**src/rtl/uart_pkg.sv**
```systemverilog
// Shared UART definitions: receiver state encoding, frame width and the parity
// helper used by both the receive and transmit paths.
package uart_pkg;

   localparam int UART_DATA_BITS = 8;

   typedef enum logic [2:0] {
      IDLE   = 3'd0,
      START  = 3'd1,
      DATA   = 3'd2,
      PARITY = 3'd3,
      STOP   = 3'd4,
      BREAK  = 3'd5
   } uart_rx_state_t;

   // Returns the parity bit a transmitter would send for this byte.
   function automatic logic uart_parity(input logic [UART_DATA_BITS-1:0] data,
                                        input logic odd);
      return (^data) ^ odd;
   endfunction

endpackage

```
**src/rtl/uart_bit_timer.sv**
```systemverilog
// Bit-period timer: counts clk cycles and flags the sample point, either
// half a period after a clear (start bit centring) or a full period.
module uart_bit_timer #(
   parameter int CLK_DIV = 16
) (
   input  logic clk,
   input  logic reset,
   input  logic clear,
   input  logic half,
   output logic sample_tick
);

   localparam int CW = $clog2(CLK_DIV);

   logic [CW-1:0] cnt;

   // Sample point decode for half-period or full-period mode.
   always_comb begin
      if (half) begin
         sample_tick = (cnt == CW'(CLK_DIV / 2 - 1));
      end else begin
         sample_tick = (cnt == CW'(CLK_DIV - 1));
      end
   end

   // Counter restarts at every sample point so bit centres stay aligned.
   always_ff @(posedge clk or posedge reset) begin
      if (reset) begin
         cnt <= '0;
      end else if (clear || sample_tick) begin
         cnt <= '0;
      end else begin
         cnt <= cnt + CW'(1);
      end
   end

endmodule

```
**src/rtl/uart_rx_deser.sv**
```systemverilog
// UART receive deserializer (start, 8 data LSB first, parity, stop).
// Optional macro UART_RX_MAJORITY_EN: 2-of-3 majority vote around each sample point.
module uart_rx_deser
   import uart_pkg::*;
#(
   parameter int CLK_DIV    = 16,
   parameter int PARITY_ODD = 0
) (
   input  logic       clk,
   input  logic       reset,
   input  logic       rx_en,
   input  logic       rx,
   output logic [7:0] data_out,
   output logic       data_ready,
   output logic       parity_error,
   output logic       stop_error
);

   localparam logic ODD = (PARITY_ODD != 0);

   uart_rx_state_t state, state_next;

   logic                      rx_meta, rx_s, rx_prev;
   logic [2:0]                bit_idx;
   logic [UART_DATA_BITS-1:0] shreg;
   logic                      par_err_cap;
   logic                      timer_clear, timer_half, sample_tick;
   logic                      bit_tick, bit_val;

   // Two-flop synchronizer plus one history stage for falling-edge detection.
   always_ff @(posedge clk or posedge reset) begin
      if (reset) begin
         rx_meta <= 1'b1;
         rx_s    <= 1'b1;
         rx_prev <= 1'b1;
      end else begin
         rx_meta <= rx;
         rx_s    <= rx_meta;
         rx_prev <= rx_s;
      end
   end

   assign timer_clear = (state == IDLE) || (state == BREAK);
   assign timer_half  = (state == START);

   uart_bit_timer #(.CLK_DIV(CLK_DIV)) u_timer (
      .clk         (clk),
      .reset       (reset),
      .clear       (timer_clear),
      .half        (timer_half),
      .sample_tick (sample_tick)
   );

`ifdef UART_RX_MAJORITY_EN
   logic rx_d2;
   logic tick_d;

   // Decision is taken one cycle after the centre so the following sample exists.
   always_ff @(posedge clk or posedge reset) begin
      if (reset) begin
         rx_d2  <= 1'b1;
         tick_d <= 1'b0;
      end else begin
         rx_d2  <= rx_prev;
         tick_d <= sample_tick && !timer_clear;
      end
   end

   assign bit_tick = tick_d;
   assign bit_val  = (rx_s & rx_prev) | (rx_s & rx_d2) | (rx_prev & rx_d2);
`else
   assign bit_tick = sample_tick;
   assign bit_val  = rx_s;
`endif

   // State register.
   always_ff @(posedge clk or posedge reset) begin
      if (reset) begin
         state <= IDLE;
      end else begin
         state <= state_next;
      end
   end

   // Next-state logic; disabling the receiver overrides everything.
   always_comb begin
      state_next = state;
      if (!rx_en) begin
         state_next = IDLE;
      end else begin
         case (state)
            IDLE: begin
               if (rx_prev && !rx_s) state_next = START;
               else                  state_next = IDLE;
            end
            START: begin
               if (bit_tick) state_next = bit_val ? IDLE : DATA;
               else          state_next = START;
            end
            DATA: begin
               if (bit_tick && (bit_idx == 3'd7)) state_next = PARITY;
               else                               state_next = DATA;
            end
            PARITY: begin
               if (bit_tick) state_next = STOP;
               else          state_next = PARITY;
            end
            STOP: begin
               if (bit_tick) state_next = bit_val ? IDLE : BREAK;
               else          state_next = STOP;
            end
            BREAK: begin
               if (rx_s) state_next = IDLE;
               else      state_next = BREAK;
            end
            default: state_next = IDLE;
         endcase
      end
   end

   // Datapath: shift in data, capture parity check, publish on the stop sample.
   always_ff @(posedge clk or posedge reset) begin
      if (reset) begin
         bit_idx      <= 3'd0;
         shreg        <= '0;
         par_err_cap  <= 1'b0;
         data_out     <= 8'h00;
         data_ready   <= 1'b0;
         parity_error <= 1'b0;
         stop_error   <= 1'b0;
      end else begin
         data_ready <= 1'b0;
         if (rx_en) begin
            case (state)
               START: bit_idx <= 3'd0;
               DATA: begin
                  if (bit_tick) begin
                     shreg   <= {bit_val, shreg[UART_DATA_BITS-1:1]};
                     bit_idx <= bit_idx + 3'd1;
                  end
               end
               PARITY: begin
                  if (bit_tick) par_err_cap <= (bit_val != uart_parity(shreg, ODD));
               end
               STOP: begin
                  if (bit_tick) begin
                     data_out     <= shreg;
                     data_ready   <= 1'b1;
                     parity_error <= par_err_cap;
                     stop_error   <= ~bit_val;
                  end
               end
               default: bit_idx <= bit_idx;
            endcase
         end
      end
   end

endmodule

```
**config.mk**
```make
export PLATFORM = sky130hd
export DESIGN_NAME = uart_rx_deser
export DESIGN_NICKNAME = d
export VERILOG_FILES = /design/src/rtl/uart_pkg.sv /design/src/rtl/uart_bit_timer.sv /design/src/rtl/uart_rx_deser.sv
export SDC_FILE = /design/constraint.sdc
export NUM_CORES = 1
export LEC_CHECK = 0
export BUFFER_PORTS_ARGS = -buffer_cell sky130_fd_sc_hd__buf_2
export CORE_MARGIN = 2
export CORE_UTILIZATION = 61
export DETAILED_ROUTE_END_ITERATION = 6
export PLACE_DENSITY = 0.86
export SYNTH_ARGS = -nofsm -noshare
export SYNTH_HDL_FRONTEND = slang
export SYNTH_HIERARCHICAL = 1
export SYNTH_SLANG_ARGS = --single-unit
```
**constraint.sdc**
```tcl
create_clock -name clk -period 3.65 [get_ports clk]
set_input_delay 0.5475 -clock clk [delete_from_list [all_inputs] [get_ports clk]]
set_output_delay 0.5475 -clock clk [all_outputs]
set_load 0.005 [all_outputs]
```
==> results of run 1 <==
==> flip-flops by register name, summed over array words and instances, names as in the netlist <==
register / count
shreg: 8
parity_error: 1
bit_idx: 3
state: 3
bit_val: 1
data_ready: 1
rx_meta: 1
data_out: 8
u_timer/cnt: 4
stop_error: 1
rx_prev: 1
par_err_cap: 1
==> cells in the mapped netlist (all sizes together) <==
| cell type | n | area [sq um] |
|---|---|---|
| nand2 | 3 | 11.3 |
| xor2 | 3 | 26.3 |
| dfrtp | 30 | 751 |
| inv | 5 | 18.8 |
| and3 | 1 | 7.51 |
| nand3b | 1 | 7.51 |
| o32ai | 1 | 8.76 |
| a21o | 1 | 7.51 |
| xnor2 | 6 | 52.6 |
| mux2 | 19 | 214 |
| ha | 3 | 37.5 |
| nand4 | 1 | 6.26 |
| xnor3 | 1 | 22.5 |
| buf | 3 | 17.5 |
| nor3 | 1 | 5.00 |
| o21ai | 3 | 15.0 |
| a31o | 1 | 8.76 |
| nand3 | 2 | 10.0 |
| nand2b | 3 | 18.8 |
| nor2b | 6 | 37.5 |
| nor2 | 7 | 28.8 |
| o21a | 1 | 7.51 |
| a22o | 2 | 17.5 |
| a21oi | 1 | 5.00 |
| dfstp | 3 | 78.8 |
| mux2i | 1 | 10.0 |
| a32oi | 1 | 8.76 |
==> worst min-delay path by stage <==
stage                            startpoint                       end  slack (ns)
after floorplan                       reset  u_timer/cnt[0]$_DFF_PP0_        0.31
after global placement    rx_meta$_DFF_PP1_         bit_val$_DFF_PP1_        0.35
after detailed placement  rx_meta$_DFF_PP1_         bit_val$_DFF_PP1_        0.35
after CTS                             reset  u_timer/cnt[0]$_DFF_PP0_        0.07
after global routing                  reset  u_timer/cnt[0]$_DFF_PP0_        0.08
final                                 reset  u_timer/cnt[0]$_DFF_PP0_        0.08
==> metal layers <==
metal / global-route usage / share of wire / vias up
met4: 0.137 / 0.026 / 0
met5: 0 / 0 / -
met1: 0.234 / 0.43 / 434
met2: 0.308 / 0.49 / 26
met3: 0.0914 / 0.046 / 9
li1: - / - / 417
==> worst register-to-register path: stages, from the launching register on <==
cell	delay (ns)
dfrtp_1	0.49
nor2b_1	0.29
nor2b_1	0.20
xor2_1	0.21
and3_2	0.27
nor2b_1	0.21
nand2_1	0.12
nor2_1	0.61
mux2_2	0.42
==> cell families after synthesis <==
| logic type | after synthesis | share of synthesized area |
|---|---|---|
| AO/OA/AOI/OAI | 11 | 0.0547 |
| XOR/XNOR | 10 | 0.0704 |
| adder cells (fa/ha/maj) | 3 | 0.0261 |
| buffers and inverters | 8 | 0.0252 |
| flip-flops | 33 | 0.576 |
| multiplexers | 20 | 0.156 |
| AND/OR/NAND/NOR | 25 | 0.0921 |
==> power by group <==
group	total (W)	internal (W)	switching [W]
logic	0.0000226	0.00000803	0.0000146
clock network	0.000274	0.000145	0.000129
registers	0.000375	0.000371	0.00000444
total	0.000672	0.000524	0.000149
==> cell type report <==
class / count / area (sq um)
clock buffer: 5 / 37.5
clock inverter: 3 / 46.3
fill: 156 / 601
inverter: 5 / 18.8
multi-input combinational: 69 / 574
sequential: 33 / 830
tap: 28 / 35.0
timing repair buffer: 14 / 70.1
==> through the flow <==
| step | worst slack [ns] | util | cell area (sq um) | total power, W | instances |
|---|---|---|---|---|---|
| finish | 0.732 | 0.729 | 1610 | 0.000672 | 157 |
| global route | 0.473 | 0.729 | 1610 | 0.000697 | 157 |
| CTS | 0.742 | 0.729 | 1610 | 0.000679 | 157 |
| detailed placement | 0.795 | 0.691 | 1530 | 0.000405 | 149 |
| global placement | 0.958 | 0.691 | 1530 | 0.000403 | 149 |
| floorplan | 1.43 | - | 1440 | 0.000398 | 110 |
==> results.ini, run 1 <==
[status]
status=finished clean

[clock_tree]
htree_levels=2
cts_setup_buffers=0
numCtsBuffers=5
root_buffer=clkbuf_4
cts_tree=yes
clkTransAtPathRegs_ns=0.11
cts_sinks=33
cts_resized=0
clk_path_buf_depth=2
clk_latency_ns=0.33
cts_hold_buffers=0

[global_route]
grt_usage=0.205
grt_pass1_vias=871
grt_max_degree=30
grt-ovfl-total=0
grt_pass1_wl_mm=3.82
antenna_found_initial=0

[drt]
wl_mm=2.31
remaining_drc_errors=0
vias=886
drt-wirelength-per-cell_um=14.7
via_per_inst=5.64
dr.first_iter.drc_count=14
firstDrtPassIters=4
postRouteAntennaNets=0

[job]
cap_violations=0

[worst_setup_path]
worstPathCellList=nor2b_1, nor2b_1, xor2_1, and3_2, nor2b_1, nand2_1, nor2_1, mux2_2
cp_num_cells=8
r2r-start=state[0]$_DFF_PP0_
critPathMostFrequentCell=nor2b_1
rrSetupSlack_ns=0.73
cp_top_family=simple AND/OR/NAND/NOR gates
required_ns=3.88
crit_path_top_delay_cell=nor2_1
startpoint=state[0]$_DFF_PP0_
cp_max_fo=11
path_buf_inv=0
crit_type=reg -> reg
worstSetupEndpoint=shreg[5]$_DFFE_PP0P_
ff2ff_path_depth=8
crit_arrival_ns=3.15
critical-path-max-stage-delay_ns=0.61
end_kind=flop
start_kind=flop
r2r_end=shreg[5]$_DFFE_PP0P_

[worst_hold_path]
hold_path_class=in -> async

[placed_design]
gp_congestion=0.819
port_buffers=14
dp_hpwl_mm=1.65

[sta]
worst_slew_pin_slew_ns=1.03
slew_viol_final=0
setup_violations=0
min_period_ns=2.92
finClkSkew_ns=0.00465
slew_headroom=0.312
fmax_ghz=0.343
period_share=0.799
hold_viol=0
fin_tns_setup_ns=0
holdWs_ns=0.0792
rsz0062_at_grt=false

[yosys]
synth_fp_nets=117
yosys_warnings=6
synth_seq_cells=33
avgSynthCellArea_sq_um=13.1
synth.distinct_cells=29
syn-cell-area_sq_um=1440
syn_inst=110
ys_seq_area_frac=0.576

[finish]
final_cell_mix=30 x dfrtp_1, 19 x mux2_2, 14 x buf_2
drive_gt1_frac=0.364
num_antenna_cells=0
syn2layout_area_growth_pct=11.9
layout_commonest_cell=dfrtp_1
final_nets=135

[power]
irDropWorstVdd_uv=473
cellPowerDensity_nw_per_um2=417
power_leakage_nw=0.852

[die]
ios=15
die-width_um=52.6
dieArea_sq_um=2770
core_region_area_sq_um=2210
rows=17
die_h_um=52.6
start_util=0.651

Power figures use the tool's default switching activity.
==> run 2, diff against run 1 <==
Settings changed: CORE_ASPECT_RATIO set to 0.5, CORE_UTILIZATION 61 to 51, PLACE_DENSITY 0.86 to 0.77.
Clock period 3.65 ns to 2.3 ns, I/O delays scaled along.
==> run 2 against run 1 <==
Compared with the run above: maximum frequency increased by 35%; final cell count increased by 11%; clock power increased by 66%; sequential share of layout area decreased by 3.0 points; clock-buffer cell count increased by 2.
==> results.ini, run 2 (same netlist as run 1, synthesis figures left out) <==
[clock_tree]
root_buffer=clkbuf_8
numCtsBuffers=5  ; unchanged
cts_sinks=33  ; unchanged
cts_tree=yes
clk_path_buf_depth=2  ; unchanged
clk_latency_ns=0.28  ; -0.05 ns
clkTransAtPathRegs_ns=0.07  ; -0.04 ns
htree_levels=2  ; unchanged

[sta]
fmax_ghz=0.461  ; +35%
worst_slew_pin_slew_ns=0.360  ; -0.670 ns
slew_headroom=0.760  ; +0.448
finClkSkew_ns=0.00774  ; +0.00308 ns
holdWs_ns=0.158  ; +0.0787 ns
min_period_ns=2.17  ; -0.749 ns
fin_tns_setup_ns=0  ; unchanged
slew_viol_final=0  ; unchanged
setup_violations=0  ; unchanged
period_share=0.943  ; +0.143
hold_viol=0  ; unchanged

[worst_setup_path]
cp_max_fo=7  ; -4
critPathMostFrequentCell=nor2b_2
crit_arrival_ns=2.33  ; -0.82 ns
required_ns=2.46  ; -1.42 ns
critical-path-max-stage-delay_ns=0.39  ; -0.22 ns
worstPathCellList=nor2b_2, nor2b_1, xor2_1, and3_4, nor2b_2, nand2_1, nor2_1, buf_4, mux2_2
cp_top_family=simple AND/OR/NAND/NOR gates
crit_type=reg -> reg
start_kind=flop
end_kind=flop
crit_path_top_delay_cell=dfrtp_1
path_buf_inv=1  ; +1

[drt]
via_per_inst=5.08  ; -10%
postRouteAntennaNets=0  ; unchanged
wl_mm=2.40  ; +4.0%
drt-wirelength-per-cell_um=13.7  ; -6.7%
vias=889  ; +0.34%
remaining_drc_errors=0  ; unchanged
firstDrtPassIters=4  ; unchanged
dr.first_iter.drc_count=30  ; +16

[global_route]
grt_pass1_vias=891  ; +2.3%
antenna_found_initial=0  ; unchanged
grt_pass1_wl_mm=4.00  ; +4.5%
grt_max_degree=30  ; unchanged
grt_usage=0.166  ; -0.0393
grt-ovfl-total=0  ; unchanged

[power]
swShare=0.222  ; +0.00125
power_frac_clock=0.416  ; +0.008
p_comb_frac=0.041  ; +0.007
irDropWorstVdd_uv=378  ; -20%
finalPower_w=0.00109  ; +63%
seqPwrFrac=0.543  ; -0.015
p_int_w=0.000850  ; +62%
power_switching_w=0.000243  ; +64%
cellPowerDensity_nw_per_um2=638  ; +53%
power_leakage_nw=0.899  ; +5.5%

[die]
die-width_um=79.2  ; +51%
start_util=0.547  ; -0.104
rows=13  ; -4
core_region_area_sq_um=2640  ; +19%
dieArea_sq_um=3290  ; +19%
ios=15  ; unchanged
die_h_um=41.6  ; -21%

[finish]
fin_area_sq_um=1710  ; +6.2%
final_core_util=0.650  ; -0.0789
syn2layout_area_growth_pct=18.9
drive_gt1_frac=0.406  ; +0.0415
multi_input_area_sq_um=583  ; +1.5%
seqCellArea_sq_um=830  ; unchanged
layout_commonest_cell=dfrtp_1
num_antenna_cells=0  ; unchanged
fillerInstances=212  ; +36%
final_cell_mix=30 x dfrtp_1, 19 x mux2_2, 14 x buf_2, 8 x buf_4
final_nets=144  ; +6.7%
largestRegisters=data_out x8, shreg x8, u_timer/cnt x4

[placed_design]
postPlaceCellArea_sq_um=1590  ; +4.2%
gp_congestion=0.802  ; -2.1%
port_buffers=14  ; unchanged
dp_hpwl_mm=1.67  ; +1.7%

[status]
status=finished clean

[job]
cap_violations=0  ; unchanged

[worst_hold_path]
hold_path_class=in -> reg

## run 2: cell types whose count changed in the layout (fill, tap and decap cells not counted), moves of 2 or more
| cell | change |
|---|---|
| clkbuf_4 | -5 |
| nor2b_1 | -2 |
| clkbuf_8 | +6 |
| buf_4 | +8 |
| nor2b_2 | +2 |
## run 2: power by group through the flow
stage,clock (W),combinational (W),sequential (W)
finish,0.000454,0.0000450,0.000593
global route,0.000490,0.0000522,0.000594
CTS,0.000466,0.0000456,0.000593
detailed placement,0,0.0000444,0.000604
global placement,0,0.0000424,0.000604
floorplan,0,0.0000270,0.000604
## run 2: area by class of cell
cell class | count | area share
clock buffer | 7 | 0.0504
clock inverter | 1 | 0.00439
inverter | 5 | 0.0110
multi-input combinational | 69 | 0.341
sequential | 33 | 0.485
tap | 37 | 0.0270
timing repair buffer | 23 | 0.0819
## run 2: worst reg2reg max path: stages, from the launching register on
cell and delay [ns]:
dfrtp_1 0.39, nor2b_2 0.13, nor2b_1 0.16, xor2_1 0.19, and3_4 0.24, nor2b_2 0.18
nand2_1 0.10, nor2_1 0.14, buf_4 0.17, mux2_2 0.33
## run 2: metrics by stage
step	cells	setup WS (ns)
floorplan	110	0.0755
global placement	165	0.162
detailed placement	165	0.0474
CTS	174	0.0218
global route	175	-0.00822
finish	175	0.131
## run 2: path summary, 6_finish.rpt
| path | start | end | slack (ns) | cells past startpoint |
|---|---|---|---|---|
| worst max-delay path | state[2]$_DFF_PP0_ | shreg[1]$_DFFE_PP0P_ | 0.13 | 9 |
| worst max register to register | state[2]$_DFF_PP0_ | shreg[1]$_DFFE_PP0P_ | 0.13 | 9 |
| max in group asynchronous | reset | rx_meta$_DFF_PP1_ | 1.31 | 4 |
| min in group asynchronous | reset | u_timer/cnt[1]$_DFF_PP0_ | 0.49 | 3 |
| worst min-delay path | rx | rx_meta$_DFF_PP1_ | 0.16 | 1 |
| worst min register to register | rx_meta$_DFF_PP1_ | bit_val$_DFF_PP1_ | 0.36 | 0 |
## run 2: metal layers
layer,global-route usage,part of all wire,vias to the layer above
met5,0,0,-
met4,0.0690,0.014,0
met2,0.254,0.46,18
met3,0.0609,0.035,5
met1,0.215,0.49,435
li1,-,-,431
## run 2: what timing repair did
action / CTS / global route
resized for setup: 0 / 3
hold buffers: 1 / 0
buffers inserted: 0 / 1
endpoints found under the hold margin: 4 / 0
endpoints found under the setup margin: 0 / 8
==> run 3, diff against run 2 <==
Settings changed: CORE_MARGIN 2 to 3.
==> run 3 against run 2 <==
Compared with the run above: sequential share of layout area shrank 0.53 points; maximum frequency fell by 1.2%; critical path depth unchanged; sequential cell count is the same; die area increased by 7.5%; non-clock buffer count fell by 1; critical path type unchanged; largest cell class unchanged.
==> results.ini, run 3 (same netlist as run 1, synthesis figures left out) <==
[worst_setup_path]
cp_max_fo=11  ; +4
crit_path_top_delay_cell=dfrtp_1
end_kind=flop
r2r-start=state[2]$_DFF_PP0_
crit_arrival_ns=2.36  ; +0.03 ns
critPathMostFrequentCell=nor2b_2
worstPathCellList=nor2b_2, nor2b_1, xor2_1, and3_4, nor2b_2, nand2_1, nor2_2, buf_6, mux2_2
path_buf_inv=1  ; unchanged
critical-path-max-stage-delay_ns=0.42  ; +0.03 ns
crit_type=reg -> reg
r2r_end=shreg[1]$_DFFE_PP0P_
start_kind=flop
ff2ff_path_depth=9  ; unchanged
required_ns=2.47  ; about the same
rrSetupSlack_ns=0.10  ; -0.03 ns
cp_top_family=simple AND/OR/NAND/NOR gates

[drt]
dr.first_iter.drc_count=43  ; +43%
via_per_inst=4.97  ; -2.1%
vias=855  ; -3.8%
wl_mm=2.31  ; -3.8%
postRouteAntennaNets=0  ; unchanged
drt-wirelength-per-cell_um=13.4  ; -2.1%
firstDrtPassIters=6  ; +2
remaining_drc_errors=0  ; unchanged

[finish]
final_nets=143  ; -0.69%
layout_commonest_cell=dfrtp_1
largestRegisters=data_out x8, shreg x8, u_timer/cnt x4
final_cells=172  ; -1.7%
drive_gt1_frac=0.409  ; +0.00296
fin_area_sq_um=1730  ; +1.1%
num_antenna_cells=0  ; unchanged
final_cell_mix=30 x dfrtp_1, 19 x mux2_2, 14 x buf_2
fillerInstances=181  ; -15%
syn2layout_area_growth_pct=20.2

[power]
finalPower_w=0.00119  ; +9.3%
irDropWorstVdd_uv=378  ; about the same
power_leakage_nw=0.908  ; +0.99%
cellPowerDensity_nw_per_um2=691  ; +8.2%

[placed_design]
dp_hpwl_mm=1.57  ; -6.3%
placed_cells=162  ; -1.8%
postPlaceCellArea_sq_um=1580  ; -0.63%
gp_congestion=0.762  ; -4.9%
port_buffers=14  ; unchanged

[job]
cap_violations=0  ; unchanged

[die]
core_region_area_sq_um=2430  ; -7.7%
dieArea_sq_um=3540  ; +7.5%
die_h_um=43.6  ; +4.8%
start_util=0.592  ; +0.0455
die-width_um=81.2  ; +2.5%
rows=12  ; -1
ios=15  ; unchanged

[sta]
setup_violations=0  ; unchanged
worst_slew_pin_slew_ns=0.356  ; -0.00456 ns
finClkSkew_ns=0.00372  ; -0.00401 ns
slew_viol_final=0  ; unchanged
fmax_ghz=0.455  ; -1.2%
period_share=0.955  ; +0.0117
min_period_ns=2.20  ; +0.0268 ns
slew_headroom=0.763  ; +0.00304
hold_viol=0  ; unchanged

[global_route]
grt_pass1_wl_mm=4.11  ; +2.9%
grt-ovfl-total=0  ; unchanged
grt.busiest_layer=met2
grt_pass1_vias=881  ; -1.1%
gr-usage-met1=0.204  ; -0.0114
grt_usage=0.164  ; -0.00213
use_met3=0.0685  ; +0.00760
grt_max_degree=30  ; unchanged
antenna_found_initial=0  ; unchanged
met2_usage=0.243  ; -0.0112

[clock_tree]
cts_sinks=33  ; unchanged
cts_tree=yes
numCtsBuffers=5  ; unchanged
clk_latency_ns=0.28  ; about the same
clkTransAtPathRegs_ns=0.07  ; about the same
htree_levels=2  ; unchanged
clk_path_buf_depth=2  ; unchanged
root_buffer=clkbuf_8

[worst_hold_path]
whs_path_depth=1  ; unchanged
min_from=rx
hold_path_class=in -> reg
holdPathEnd=rx_meta$_DFF_PP1_

[status]
status=finished clean

## run 3: cell type report
type | count | area [sq um] | share of cell area
flip-flops and latches | 33 | 830 | 0.479
multi-input cells | 69 | 586 | 0.338
repair buffers | 22 | 136 | 0.0788
clock buffers | 7 | 86.3 | 0.0499
well taps | 35 | 43.8 | 0.0253
clock inverters | 1 | 30.0 | 0.0174
inverters | 5 | 18.8 | 0.0108
## run 3: report_power, final
part | total [W] | internal (W) | switching [W]
Combinational | 0.0000445 | 0.0000183 | 0.0000262
Clock | 0.000557 | 0.000353 | 0.000204
Sequential | 0.000594 | 0.000589 | 0.00000477
Total | 0.00119 | 0.000960 | 0.000235
## run 3: worst max-delay path by stage
stage | from | endpoint | slack [ns] | cells after the start
after floorplan | state[0]$_DFF_PP0_ | shreg[0]$_DFFE_PP0P_ | 0.08 | 9
after global placement | state[2]$_DFF_PP0_ | shreg[3]$_DFFE_PP0P_ | 0.16 | 9
after detailed placement | state[2]$_DFF_PP0_ | shreg[1]$_DFFE_PP0P_ | 0.04 | 9
after CTS | state[2]$_DFF_PP0_ | shreg[1]$_DFFE_PP0P_ | 0.03 | 9
after global routing | state[2]$_DFF_PP0_ | shreg[2]$_DFFE_PP0P_ | -0.07 | 9
final | state[2]$_DFF_PP0_ | shreg[1]$_DFFE_PP0P_ | 0.10 | 9
## run 3: metal layers
| metal | vias to the layer above | share of wire |
|---|---|---|
| met5 | - | 0 |
| met4 | 0 | 0.013 |
| met3 | 4 | 0.045 |
| met2 | 13 | 0.47 |
| met1 | 406 | 0.47 |
| li1 | 432 | - |
## run 3: timing repair
item | CTS | global route
hold buffers | 1 | 0
gates resized for setup | 0 | 5
hold endpoints to repair | 4 | 0
setup buffers | 0 | 1
setup endpoints to repair | 0 | 8
## run 3: stage by stage
step | setup WS [ns] | util | hold WS, ns | TNS, ns
finish | 0.105 | 0.711 | 0.160 | 0
global route | -0.0667 | 0.711 | 0.143 | -0.457
CTS | 0.0261 | 0.702 | 0.146 | 0
detailed placement | 0.0426 | 0.650 | 0.243 | 0
global placement | 0.163 | 0.650 | 0.240 | 0
floorplan | 0.0755 | - | 0.111 | 0
